$ cat src/rtl/rs232_word_buffer.sv
// Byte FIFO between the RS232 controller's serial word ports: deserialises received
// words into the FIFO and, when echo is enabled, serialises them back with a paced gap.
module rs232_word_buffer #(
  parameter int DEPTH_LOG2 = 4,
  parameter int GAP_TICKS  = 12
) (
  input  logic                  clk,
  input  logic                  rst,
  input  logic                  clk_rs232_en,
  input  logic                  new_word,
  input  logic                  data_rs232_in,
  output logic                  send_word,
  output logic                  data_rs232_out,
  input  logic                  echo_en,
  output logic [DEPTH_LOG2:0]   count,
  output logic                  full,
  output logic                  empty,
  output logic                  overflow
);

  localparam int DEPTH = 1 << DEPTH_LOG2;
  localparam int GAP_W = $clog2(GAP_TICKS + 1) + 1;

  localparam logic [1:0] D_IDLE  = 2'd0;
  localparam logic [1:0] D_SKIP  = 2'd1;
  localparam logic [1:0] D_SHIFT = 2'd2;
  localparam logic [1:0] D_WAIT  = 2'd3;

  localparam logic [1:0] S_IDLE = 2'd0;
  localparam logic [1:0] S_SEND = 2'd1;
  localparam logic [1:0] S_GAP  = 2'd2;

  logic [1:0]            dstate_q, dstate_d;
  logic [2:0]            dbit_q, dbit_d;
  logic [7:0]            dsreg_q, dsreg_d;
  logic [1:0]            sstate_q, sstate_d;
  logic [3:0]            sbit_q, sbit_d;
  logic [7:0]            ssreg_q, ssreg_d;
  logic [GAP_W-1:0]      gap_q, gap_d;
  logic                  send_word_q, send_word_d;
  logic                  dout_q, dout_d;
  logic                  ovf_q, ovf_d;
  logic [DEPTH_LOG2-1:0] wr_ptr_q, wr_ptr_d;
  logic [DEPTH_LOG2-1:0] rd_ptr_q, rd_ptr_d;
  logic [DEPTH_LOG2:0]   count_q, count_d;
  logic [7:0]            mem_q [DEPTH];

  logic push, push_ok, pop;

  assign full           = (count_q == (DEPTH_LOG2+1)'(DEPTH));
  assign empty          = (count_q == '0);
  assign count          = count_q;
  assign send_word      = send_word_q;
  assign data_rs232_out = dout_q;
  assign overflow       = ovf_q;

  // Deserialiser: one no-data cycle, then 8 bits MSB first.
  always_comb begin
    dstate_d = dstate_q;
    dbit_d   = dbit_q;
    dsreg_d  = dsreg_q;
    push     = 1'b0;
    case (dstate_q)
      D_IDLE: begin
        if (new_word) begin
          dstate_d = D_SKIP;
          dbit_d   = 3'd0;
        end
      end
      D_SKIP, D_SHIFT: begin
        if (!new_word) begin
          dstate_d = D_IDLE;
        end else begin
          dsreg_d = {dsreg_q[6:0], data_rs232_in};
          if (dbit_q == 3'd7) begin
            push     = 1'b1;
            dstate_d = D_WAIT;
          end else begin
            dbit_d   = dbit_q + 3'd1;
            dstate_d = D_SHIFT;
          end
        end
      end
      D_WAIT: begin
        if (!new_word) dstate_d = D_IDLE;
      end
      default: dstate_d = D_IDLE;
    endcase
  end

  // The pop is committed in the cycle send_word is high, so count drops one cycle later.
  assign pop     = send_word_q;
  assign push_ok = push && !full;

  always_comb begin
    wr_ptr_d = wr_ptr_q;
    rd_ptr_d = rd_ptr_q;
    count_d  = count_q;
    ovf_d    = push && full;
    if (push_ok) wr_ptr_d = wr_ptr_q + 1'b1;
    if (pop)     rd_ptr_d = rd_ptr_q + 1'b1;
    if (push_ok && !pop)      count_d = count_q + 1'b1;
    else if (!push_ok && pop) count_d = count_q - 1'b1;
  end

  // Serialiser: S_SEND spans the send_word cycle plus the 8 bit cycles.
  always_comb begin
    sstate_d    = sstate_q;
    sbit_d      = sbit_q;
    ssreg_d     = ssreg_q;
    gap_d       = gap_q;
    send_word_d = 1'b0;
    dout_d      = 1'b0;
    case (sstate_q)
      S_IDLE: begin
        if (echo_en && !empty) begin
          ssreg_d     = mem_q[rd_ptr_q];
          send_word_d = 1'b1;
          sbit_d      = 4'd0;
          sstate_d    = S_SEND;
        end
      end
      S_SEND: begin
        if (sbit_q == 4'd8) begin
          sstate_d = S_GAP;
          gap_d    = '0;
        end else begin
          dout_d  = ssreg_q[7];
          ssreg_d = {ssreg_q[6:0], 1'b0};
          sbit_d  = sbit_q + 4'd1;
        end
      end
      S_GAP: begin
        if (gap_q == GAP_W'(GAP_TICKS)) sstate_d = S_IDLE;
        else if (clk_rs232_en)          gap_d    = gap_q + 1'b1;
      end
      default: sstate_d = S_IDLE;
    endcase
  end

  always_ff @(posedge clk or posedge rst) begin
    if (rst) begin
      dstate_q    <= D_IDLE;
      dbit_q      <= '0;
      dsreg_q     <= '0;
      sstate_q    <= S_IDLE;
      sbit_q      <= '0;
      ssreg_q     <= '0;
      gap_q       <= '0;
      send_word_q <= 1'b0;
      dout_q      <= 1'b0;
      ovf_q       <= 1'b0;
      wr_ptr_q    <= '0;
      rd_ptr_q    <= '0;
      count_q     <= '0;
    end else begin
      dstate_q    <= dstate_d;
      dbit_q      <= dbit_d;
      dsreg_q     <= dsreg_d;
      sstate_q    <= sstate_d;
      sbit_q      <= sbit_d;
      ssreg_q     <= ssreg_d;
      gap_q       <= gap_d;
      send_word_q <= send_word_d;
      dout_q      <= dout_d;
      ovf_q       <= ovf_d;
      wr_ptr_q    <= wr_ptr_d;
      rd_ptr_q    <= rd_ptr_d;
      count_q     <= count_d;
    end
  end

  always_ff @(posedge clk) begin
    if (push_ok) mem_q[wr_ptr_q] <= dsreg_d;
  end

endmodule
$ cat config.mk
export PLATFORM = sky130hd
export DESIGN_NAME = rs232_word_buffer
export DESIGN_NICKNAME = d
export VERILOG_FILES = /design/src/rtl/rs232_word_buffer.sv
export SDC_FILE = /design/constraint.sdc
export NUM_CORES = 1
export LEC_CHECK = 0
export BUFFER_PORTS_ARGS = -buffer_cell sky130_fd_sc_hd__buf_2
export CORE_MARGIN = 10
export CORE_UTILIZATION = 35
export DETAILED_ROUTE_END_ITERATION = 7
export PLACE_DENSITY = 0.6
export SLEW_MARGIN = 20
export SYNTH_ARGS = -nofsm -noshare
export SYNTH_HDL_FRONTEND = slang
export SYNTH_SLANG_ARGS = --single-unit
$ cat constraint.sdc
create_clock -name clk -period 3.8 [get_ports clk]
set_input_delay 1.14 -clock clk [delete_from_list [all_inputs] [get_ports clk]]
set_output_delay 1.14 -clock clk [all_outputs]
set_load 0.02 [all_outputs]
## Yosys cells after proc, flatten, opt, wreduce, memory -nomap -nowiden

Memory sizes are Yosys's and may differ from the RTL's.
Index checks and enable logic that the tools add are counted.

- RAM bits: 128
- Memories: 1
- Bits in latches: 0
- Bits in read-only memories: 0
- Flip-flop bits (word level): 48
- Output and inout bits: 10
- Bits of input ports: 6
- Word-level logic and storage cells: 98

Memory list:

| memory | words | width | rd ports | clocked after memory_dff | write ports | line | source |
|---|---|---|---|---|---|---|---|
| mem_q | 16 | 8 | 1 | 0 | 1 | 46 | `logic [7:0] mem_q [DEPTH];` |

- $lt $le $gt $ge: 0
- Shift operators: 0
- Bitwise logic cells: 0
- Div/mod/pow operators: 0
- Muxes and demuxes: 36
- Add/sub/neg operators: 7
- Reduce and logical (&&, ||, !) cells: 22
- Multiply operators: 0
- Eq/ne operators: 19

Operator list:

| operator | number |
|---|---|
| $mux W8 | 4 |
| $mux W5 | 5 |
| $ne A2 B2 Y1 const B | 10 |
| $pmux W8 S2 | 1 |
| $add A4 B1 Y4 const B | 3 |
| $mux W2 | 6 |
| $pmux W2 S3 | 2 |
| $add A5 B1 Y5 const B | 2 |
| $mux W1 | 10 |
| $pmux W5 S2 | 1 |
| $mux W3 | 3 |
| $mux W4 | 2 |
| $pmux W4 S2 | 1 |
| $reduce_and A4 Y1 | 2 |
| $reduce_bool A2 Y1 | 4 |
| $eq A2 B2 Y1 const B | 3 |
| $pmux W3 S2 | 1 |
| $reduce_and A3 Y1 | 2 |
| $eq A5 B4 Y1 const B | 1 |
| $eq A5 B5 Y1 const B | 1 |
| $logic_and A1 B1 Y1 | 5 |
| $logic_not A5 Y1 | 1 |
| $sub A5 B1 Y5 const B | 1 |
| $eq A2 B1 Y1 const B | 2 |
| 7 further kinds | 11 |

## Longest topological paths before layout

Gate-level depths: netlist of the first run.

- Depth after elaboration: 9
- Mapped depth: 13
- Gate-level depth less buffers: 12

## Least setup slack after synthesis of the first run

Ideal clock, no wire load.

- Kind: in2reg
- From: in new_word
- To: reg count_q[4] (netlist: count[4])
- Path buffers: 1
- Arrival time: 3.301 ns
- Setup slack: 0.419 ns
- Setup time: 0.080 ns
- Stages: 11
- Data required time: 3.720 ns
- Cell sequence: clkbuf_1 -> nand3_1 -> a21oi_2 -> ha_1 -> inv_1 -> ha_1 -> nor2b_1 -> o21a_1 -> or3_1 -> a21oi_1 -> xor2_1

- Word-level cells in the longest chain between the ends: 6
- Elaborated cells on any way between the ends: 8

RTL lines:

| what | line | source |
|---|---|---|
| start: declaration | 10 | `input logic new_word,` |
| $mux W1 * | 71 | `if (!new_word) begin` |
| $mux W1 * | 63 | `case (dstate_q)` |
| $logic_and A1 B1 Y1 * | 93 | `assign push_ok = push && !full;` |
| named net push_ok | 48 | `logic push, push_ok, pop;` |
| $logic_not A1 Y1 | 103 | `else if (!push_ok && pop) count_d = count_q - 1'b1;` |
| $logic_and A1 B1 Y1 | 103 |  |
| $reduce_bool A2 Y1 (no source line) | n/a |  |
| end signal: assignment | 169 | `count_q <= count_d;` |
| end: declaration | 45 | `logic [DEPTH_LOG2:0] count_q, count_d;` |

The timed path passes the listed nets; every way through them passes the cells marked *.
A chain may end at the register's enable or synchronous reset.

## Worst setup path in the final report of the first run

- From: reg dstate_q[1]
- To: reg count_q[4] (netlist: count[4])

- Word-level cells in the longest chain between the ends: 7
- Elaborated cells on any way between the ends: 10

RTL lines:

| what | line | source |
|---|---|---|
| start: declaration | 33 | `logic [1:0] dstate_q, dstate_d;` |
| start signal: assignment | 157 | `dstate_q <= dstate_d;` |
| $eq A2 B1 Y1 / $eq A2 B2 Y1 (equally long branches) | 63 |  |
| $reduce_or A2 Y1 * | 63 |  |
| $mux W1 * | 63 |  |
| $logic_and A1 B1 Y1 * | 93 |  |
| named net push_ok | 48 |  |
| $logic_not A1 Y1 | 103 |  |
| $logic_and A1 B1 Y1 | 103 |  |
| $reduce_bool A2 Y1 (no source line) | n/a |  |

Marked as above.

==> results of run 1 <==
[state kept, by name, summed over array words and instances, names as in the netlist]
register,count
count,5
sstate_q,2
dsreg_q,8
overflow,1
wr_ptr_q,4
mem_q,128
gap_q,5
dstate_q,2
ssreg_q,8
rd_ptr_q,4
sbit_q,4
send_word,1
data_rs232_out,1
dbit_q,3
[path summary, 6_finish.rpt]
kind / to / depth (start not counted) / slack (ns) / startpoint
hold reg to reg: ssreg_q[6] / 2 / 0.52 / ssreg_q[6]
setup reg to reg: count[4] / 12 / 0.86 / dstate_q[1]
max in group asynchronous: dsreg_q[3] / 3 / 2.28 / rst
setup / recovery: count[4] / 12 / 0.86 / dstate_q[1]
min in group asynchronous: sbit_q[2] / 2 / 0.81 / rst
hold / removal: ssreg_q[6] / 2 / 0.52 / ssreg_q[6]
[critical path: stages (launching register included)]
cell and delay (ns):
dfrtp_1 0.40, inv_1 0.06, ha_1 0.43, nand3_1 0.17, a21oi_2 0.16, ha_1 0.25, inv_1 0.11, ha_1 0.33
nor2b_1 0.15, o21a_1 0.17, or3_1 0.30, a21oi_1 0.18, xor2_1 0.16
[cells in the final DEF (no fill, tap or decap), types with 2 or more instances in the layout]
| cell | Yosys | layout |
|---|---|---|
| nand2_1 | 17 | 17 |
| nand2b_1 | 4 | 4 |
| clkbuf_8 | 0 | 2 |
| inv_1 | 16 | 15 |
| edfxtp_1 | 128 | 128 |
| ha_1 | 17 | 17 |
| nand3_1 | 6 | 6 |
| and3_1 | 2 | 2 |
| xor2_1 | 7 | 7 |
| clkinvlp_4 | 0 | 3 |
| nor2b_1 | 8 | 8 |
| buf_4 | 1 | 11 |
| clkbuf_16 | 0 | 19 |
| nor2_1 | 30 | 30 |
| clkinv_2 | 0 | 2 |
| inv_6 | 0 | 3 |
| nand4_1 | 3 | 3 |
| dfrtp_1 | 48 | 47 |
| inv_8 | 0 | 2 |
| a21oi_1 | 19 | 19 |
| nor3_1 | 5 | 5 |
| inv_2 | 1 | 2 |
| a22o_1 | 6 | 6 |
| o21ai_1 | 2 | 2 |
| o21ai_2 | 3 | 3 |
| buf_2 | 1 | 15 |
| o21a_1 | 2 | 2 |
| a21oi_2 | 8 | 8 |
| mux4_2 | 32 | 32 |
| mux2_2 | 11 | 11 |
| a22oi_1 | 14 | 14 |
| xnor2_1 | 7 | 7 |
| o21ai_0 | 8 | 8 |
[through the flow]
stage	util (%)	area [um^2]
final	40.7	8290
after global routing	40.7	8290
after CTS	40.7	8290
after detailed placement	37.8	7700
after global placement	37.8	7700
after floorplan	-	7290
[cells by family after synthesis]
group | Yosys count
xor+xnor | 14
buf+inv | 36
compound gates | 69
flops | 176
mux | 44
fa+ha+maj | 18
simple gates | 82
[layer usage]
metal | up-vias | global-route usage, %
met2 | 76 | 17.7
met3 | 6 | 3.03
met4 | 0 | 4.06
met1 | 1891 | 13.9
met5 | - | 0
li1 | 1737 | -
[cell type report]
type                    count  area [um^2]  area share [%]
clock buffers              21          503            6.07
multi-input cells         227         2070            25.0
repair buffers             27          178            2.14
clock inverters            11         90.1            1.09
inverters                  17         63.8           0.770
flip-flops and latches    176         5050            60.9
well taps                 270          338            4.07
[power by group through the flow]
stage / Clock, uW / Sequential (uW) / Combinational (uW)
after global placement: 0 / 2850 / 1900
after floorplan: 0 / 2770 / 1470
final: 1700 / 2820 / 1930
after CTS: 1740 / 2820 / 1970
after detailed placement: 0 / 2860 / 1970
after global routing: 1820 / 2860 / 2140
==> run summary, run 1 <==
crit-path max FO -> 8
Final min period -> 2.94 ns
clock-pin slew on the worst setup and hold paths -> 0.07 ns
Pint -> 4330 uW
Max Root-Sink Buffers -> 2
switching part of the total power -> 32.9%
mux contribution to synthesized area -> 11.7%
P per Cell Area -> 778 nW/um^2
clock root buffer -> clkbuf_16
ANT cells -> 0
Synth top cells by count -> 128 x edfxtp_1, 48 x dfrtp_1, 32 x mux4_2, 30 x nor2_1, 19 x a21oi_1
largest area contributor in the netlist -> edfxtp_1
first-pass GRT wire length -> 22,100 um
final worst slack -> 0.857 ns
io pins -> 16
TritonCTS Sinks -> 176
max-cap violation count -> 0
vias in the first global route -> 3,817
Synth Area in Compound Gates -> 6.44%
H-tree Lvls -> 4
WL met2 -> 6850 um
distinct cell type count after synthesis -> 46
main flop type after synthesis -> edfxtp_1
P_sw -> 2120 uW
top post-synthesis cells by area -> edfxtp_1 53%, dfrtp_1 16%, mux4_2 9.9%
total power -> 6450 uW
GRT Util Overall -> 11.0%
DR vias -> 3,710
vias per std cell -> 4.95
Slew HR -> 45.5%
top sig layer -> met4
FF+latch count, synth -> 176
CP arrival -> 3.29 ns
Die Width -> 164 um
YS warnings -> 0
Cells after DPL -> 717
largest net degree at the start of global routing -> 33
Worst EP required -> 4.15 ns
asr flop ratio synth -> 27.3%
status -> finished, final reports clean
clock share of power -> 26.4%
routed len/inst -> 18.7 um
Routed Antenna Nets -> 0
leak pwr -> 0.00296 uW
Core Area -> 20,400 um^2
HP Class -> reg -> reg
DRC -> 0
post-synth top area share -> 52.7%
final hold vios -> 0
Reg power frac -> 43.7%
Non-Filler Instances -> 749
# hold bufs at CTS -> 0
Synth Area in Adders -> 3.19%
Slew @ Worst Pin -> 0.815 ns
crit path capture type -> register
count leader, synth -> edfxtp_1
worst setup path category -> reg -> reg
TritonCTS buffer count -> 17
PortBufs -> 15
setup_tns -> 0 ns
register area share after synthesis -> 69.2%
unrepaired setup endpoints after global routing -> no
Initial Util -> 35.8%
Placer Congestion -> 0.814
DIE AREA -> 27,000 um^2
post-CTS setup buffers -> 0
first drt pass iteration count -> 4
Post-CTS Resized -> 0
largest family of logic cells by synthesized area -> multiplexers
DR WL met3 -> 750 um
WHS -> 0.519 ns
logic gate share of total power -> 29.9%
Synthesized Nets -> 463
Metal-1 WL -> 6260 um
DP HPWL -> 9060 um
initial antenna violation count -> 0
post-synthesis xor/xnor area fraction -> 1.68%
Avg Inst Size Synth -> 16.6 um^2
Achievable Freq -> 340 MHz
area of the mapped netlist -> 7290 um^2
Final setup viols -> 0
initial DRC count -> 240
pins over their slew limit -> 0
gr ovfl total -> 0
simple-gate share of the synthesized area -> 5.39%
layout cells sized above 1 -> 24.6%
Startpoint Class -> register
Row Count -> 52
NumNets Final -> 490
Fillers -> 1,802
Routed WL -> 14,000 um
Area growth, synth to finish -> 13.8%
period utilization -> 77.5%
die height -> 164 um
number of synthesized flops with an enable pin -> 128
maximum VDD drop -> 0.351 mV
DP Worst Slack -> 0.483 ns
worst skew pair latency -> 0.42 ns
Final Skew -> 0.00961 ns
Cells after Synth -> 439
TritonCTS clock tree -> built
No activity file was read; power rests on OpenSTA's default activity.
==> inputs of run 2 (changes only) <==
Settings changed: ABC_AREA set to 1.
Clock period 3.8 ns to 2.8 ns, I/O delays scaled along.
==> run summary, run 2 <==
Max Root-Sink Buffers -> 2
Top reg by flops -> mem_q
switching part of the total power -> 37.1%
period utilization -> 89.3%
flip-flop count of the largest register after layout -> 128
Startpoint Class -> register
YS warnings -> 0
Reg power frac -> 38.5%
first drt pass iteration count -> 5
commonest non-fill, non-tap cell in the layout -> nand2_1
io pins -> 16
Synthesized Nets -> 790
top flop regs -> mem_q: 128 flops, dsreg_q: 8 flops, ssreg_q: 8 flops
logic gate share of total power -> 34.4%
Fillers -> 2,066
post-synth top area share -> 49.4%
Synth top cells by count -> 226 x nand2_1, 128 x edfxtp_1, 92 x nand3_1, 91 x inv_1, 53 x nor2_1
DR vias -> 5,211
area of the mapped netlist -> 7780 um^2
most frequent cells in the layout -> 226 x nand2_1, 128 x edfxtp_1, 92 x nand3_1
layout cells sized above 1 -> 11.9%
Final setup viols -> 0
unrepaired setup endpoints after global routing -> no
busiest layer in global routing -> met2
Worst Reg2Reg Path Length in Cells -> 17
PortBufs -> 15
FF+latch count, synth -> 176
Achievable Freq -> 400 MHz
met1 track demand over resource -> 15.7%
H-tree Lvls -> 4
asr flop ratio synth -> 27.3%
Final min period -> 2.50 ns
worst setup path category -> reg -> reg
Core Area -> 21,800 um^2
leak pwr -> 0.00392 uW
pins over their slew limit -> 0
crit-path max FO -> 6
clock-pin slew on the worst setup and hold paths -> 0.06 ns
initial DRC count -> 500
register area share after synthesis -> 64.8%
TritonCTS buffer count -> 17
Routed WL -> 17,000 um
TritonCTS Sinks -> 176
largest area contributor in the netlist -> edfxtp_1
GRT Util Overall -> 12.2%
initial antenna violation count -> 0
NumNets Final -> 833
Slew @ Worst Pin -> 0.778 ns
worst skew pair latency -> 0.43 ns
DIE AREA -> 28,600 um^2
crit path capture type -> register
Placer Congestion -> 0.836
final core occ -> 41.3%
routed len/inst -> 15.4 um
capture point of the worst reg-to-reg path -> count[4]
clock share of power -> 27.2%
final hold vios -> 0
vias per std cell -> 4.73
DP HPWL -> 10,900 um
number of synthesized flops with an enable pin -> 128
Die Width -> 169 um
Routed Antenna Nets -> 0
ANT cells -> 0
CP Launch Point -> dstate_q[1]
maximum VDD drop -> 0.645 mV
clock root buffer -> clkbuf_16
largest net degree at the start of global routing -> 73
DRC -> 0
Avg Inst Size Synth -> 10.2 um^2
setup_tns -> 0 ns
HP Class -> in -> async
gr ovfl total -> 0
GR met2 Demand/Resource -> 20.3%
distinct cell type count after synthesis -> 29
main flop type after synthesis -> edfxtp_1
die height -> 169 um
met3 Use GR -> 2.25%
Pint -> 5950 uW
Initial Util -> 35.7%
max-cap violation count -> 0
top post-synthesis cells by area -> edfxtp_1 49%, dfrtp_1 15%, nand2_1 11%
vias in the first global route -> 5,221
R2R Path Start -> dstate_q[1]
Cells after Synth -> 766
reg2reg setup slack -> 0.30 ns
Final Skew -> 0.00815 ns
Slew HR -> 48.1%
# hold bufs at CTS -> 0
TritonCTS clock tree -> built
CP arrival -> 2.85 ns
P_sw -> 3510 uW
Row Count -> 54
Worst EP required -> 3.15 ns
first-pass GRT wire length -> 27,500 um
count leader, synth -> nand2_1
Worst setup endpoint -> count[4]
status -> finished, final reports clean
Area growth, synth to finish -> 15.8%
P per Cell Area -> 1050 nW/um^2
run 2: timing repair:
action,CTS,global route
buffers inserted,0,1
setup endpoints to repair,0,2
resized for setup,0,2
run 2: critical path, cell delays in order (launching register included):
cell	delay (ns)
dfrtp_1	0.34
inv_1	0.07
ha_4	0.29
nand2_1	0.07
inv_2	0.09
nand2_1	0.08
inv_1	0.06
nand2_1	0.08
inv_2	0.09
ha_2	0.21
inv_1	0.08
ha_1	0.33
nand2_1	0.11
nand2_1	0.06
a21oi_1	0.16
xor2_1	0.16
nand2_1	0.06
o21ai_0	0.06
run 2: cell families (layout without fill, tap and decap cells):
family                   count (synthesis)  in the layout  share of synthesized area [%]
flip-flops                             176            176                           64.8
XOR/XNOR                                13             13                           1.46
AND/OR/NAND/NOR                        381            381                           20.3
AO/OA/AOI/OAI                           52             52                           3.67
adder cells (fa/ha/maj)                 18             18                           2.99
buffers and inverters                  126            182                           6.78
run 2: power by group through the flow:
stage | Combinational, uW | Sequential [uW] | Clock, uW
5_1_grt | 3680 | 3680 | 2700
2_1_floorplan | 2150 | 3660 | 0
6_report | 3250 | 3640 | 2570
3_5_place_dp | 3240 | 3690 | 0
4_1_cts | 3260 | 3640 | 2590
3_3_place_gp | 3180 | 3680 | 0
run 2: area by class of cell:
type / instances / area, um^2 / share of cell area [%]
clock inverters: 15 / 218 / 2.42
repair buffers: 51 / 370 / 4.11
inverters: 99 / 372 / 4.12
clock buffers: 17 / 425 / 4.72
well taps: 280 / 350 / 3.89
multi-input cells: 464 / 2230 / 24.7
flip-flops and latches: 176 / 5050 / 56.0
run 2: routing by layer:
layer  wire (um)  vias up
met5           0        -
met1        7980     2505
met3         518       19
met4         253        0
met2        8230       95
li1            -     2592
run 2: worst min path at each step:
stage / endpoint / slack [ns] / depth (start not counted)
after floorplan: ssreg_q[7] / 0.45 / 2
after global placement: ssreg_q[3] / 0.46 / 2
after detailed placement: ssreg_q[1] / 0.47 / 2
after CTS: count[3] / 0.46 / 2
after global routing: count[3] / 0.48 / 2
final: count[3] / 0.44 / 2
run 2: stage by stage:
| step | hold slack [ns] | setup slack [ns] | power (uW) | instances | area, um^2 |
|---|---|---|---|---|---|
| after global routing | 0.476 | 0.0601 | 10100 | 1102 | 9010 |
| after CTS | 0.456 | 0.147 | 9490 | 1101 | 8990 |
| after detailed placement | 0.466 | 0.135 | 6930 | 1069 | 8340 |
| after floorplan | 0.449 | 0.437 | 5810 | 766 | 7780 |
| after global placement | 0.463 | 0.216 | 6860 | 1069 | 8340 |
| final | 0.444 | 0.299 | 9460 | 1102 | 9010 |
==> inputs of run 3 (changes only) <==
Settings changed: BUFFER_PORTS_ARGS -buffer_cell sky130_fd_sc_hd__buf_2 to unset, CORE_UTILIZATION 35 to 50, DONT_BUFFER_PORTS set to 1, PLACE_DENSITY 0.6 to 0.75.
==> run summary, run 3 (same netlist as run 2, synthesis figures left out) <==
Startpoint Class -> register
Final Instance Area -> 8660 um^2
HP Class -> in -> async
leak pwr -> 0.00379 uW
crit path capture type -> register
Slew HR -> 55.9%
final hold vios -> 0
Slew @ Worst Pin -> 0.660 ns
Slowest-stage cell, CP -> dfrtp_1
clock root buffer -> clkbuf_16
Worst EP required -> 3.15 ns
Area growth, synth to finish -> 11.3%
# hold bufs at CTS -> 0
first-pass GRT wire length -> 25,900 um
capture point of the worst reg-to-reg path -> count[4]
Non-Filler Instances -> 990
Die Width -> 145 um
R2R Path Start -> dstate_q[0]
TritonCTS buffer count -> 17
crit-path max FO -> 6
vias per std cell -> 5.28
CP arrival -> 2.96 ns
PortBufs -> 0
final core occ -> 57.0%
maximum VDD drop -> 0.793 mV
layout cells sized above 1 -> 9.10%
GRT Util Overall -> 16.3%
gr ovfl total -> 0
TritonCTS Sinks -> 176
Max Root-Sink Buffers -> 2
DIE AREA -> 21,000 um^2
Final setup viols -> 0
Row Count -> 45
flip-flop count of the largest register after layout -> 128
CP delay by family, top -> adder cells
Fillers -> 1,245
ANT cells -> 0
status -> finished, final reports clean
pins over their slew limit -> 0
Worst Reg2Reg Path Length in Cells -> 17
max-cap violation count -> 0
largest net degree at the start of global routing -> 59
P per Cell Area -> 1040 nW/um^2
top flop regs -> mem_q: 128 flops, dsreg_q: 8 flops, ssreg_q: 8 flops
Initial Util -> 51.2%
clock-pin slew on the worst setup and hold paths -> 0.06 ns
NumNets Final -> 813
Final min period -> 2.62 ns
worst path bufs/invs -> 5
max incr delay on CP -> 0.35 ns
initial DRC count -> 537
initial antenna violation count -> 0
DP HPWL -> 10,500 um
TritonCTS clock tree -> built
reg2reg setup slack -> 0.18 ns
H-tree Lvls -> 4
worst skew pair latency -> 0.43 ns
CP Launch Point -> dstate_q[0]
routed len/inst -> 16.2 um
first drt pass iteration count -> 5
Cell Chain, Critical Path -> inv_1, ha_1, nand2_1, inv_2, nand2_1, inv_1, nand2_1, inv_2, ha_2, inv_1, ha_1, nand2_1, nand2_1, a21oi_1, xor2_1, nand2_1, o21ai_0
DR vias -> 5,223
Core Area -> 15,200 um^2
period utilization -> 93.5%
io pins -> 16
Cell Area, Placed -> 8090 um^2
Cells after DPL -> 957
Final Skew -> 0.00829 ns
Placer Congestion -> 0.880
worst setup path category -> reg -> reg
Routed Antenna Nets -> 0
most frequent cells in the layout -> 226 x nand2_1, 128 x edfxtp_1, 92 x nand3_1
commonest non-fill, non-tap cell in the layout -> nand2_1
vias in the first global route -> 5,062
Most common cell on crit path -> nand2_1
Routed WL -> 16,100 um
Achievable Freq -> 382 MHz
WHS -> 0.366 ns
Top reg by flops -> mem_q
total power -> 9030 uW
DRC -> 0
die height -> 145 um
-- run 3: cell count changes in the layout (fill, tap and decap cells not counted), sizes merged --
cell      change
clkinvlp      -1
clkbuf        +2
buf          -20
clkinv        +2
bufinv        -3
-- run 3: through the flow --
step	setup TNS (ns)	setup WS (ns)
2_1_floorplan	0	0.437
3_3_place_gp	0	0.266
3_5_place_dp	0	0.165
4_1_cts	0	0.144
5_1_grt	-0.0274	-0.0274
6_report	0	0.183
-- run 3: repair_timing --
action / CTS / global route
buffers inserted: 0 / 1
endpoints found under the setup margin: 0 / 2
gates resized for setup: 0 / 1
-- run 3: worst max path at each step --
stage,slack [ns],depth (start not counted),endpoint
after floorplan,0.44,3,mem_q[0][0]
after global placement,0.27,17,count[4]
after detailed placement,0.16,17,count[4]
after CTS,0.14,17,count[4]
after global routing,-0.03,17,count[4]
final,0.18,17,count[4]
-- run 3: cell type report --
cell class,instances,area [um^2],share of cell area (%)
sequential,176,5050,58.3
multi-input combinational,464,2210,25.5
clock buffer,19,443,5.11
inverter,99,372,4.29
tap,188,235,2.72
timing repair buffer,31,233,2.69
clock inverter,13,120,1.39
-- run 3: power breakdown --
part | switching (uW) | internal, uW
Clock | 939 | 1320
Combinational | 2210 | 889
Sequential | 264 | 3410
Total | 3420 | 5620
-- run 3: worst register-to-register path, delay by kind of cell (launching register included) --
| family | cells | cell delay (ns) |
|---|---|---|
| AO/OA/AOI/OAI | 2 | 0.23 |
| XOR/XNOR | 1 | 0.19 |
| adder cells (fa/ha/maj) | 3 | 0.89 |
| buffers and inverters | 5 | 0.38 |
| flip-flops | 1 | 0.35 |
| AND/OR/NAND/NOR | 6 | 0.50 |
-- run 3: per-layer routing --
metal / share of wire [%] / global-route usage (%)
met4: 1.9 / 5.90
met3: 6.4 / 4.63
met1: 43 / 20.8
met2: 48 / 25.9
met5: 0 / 0
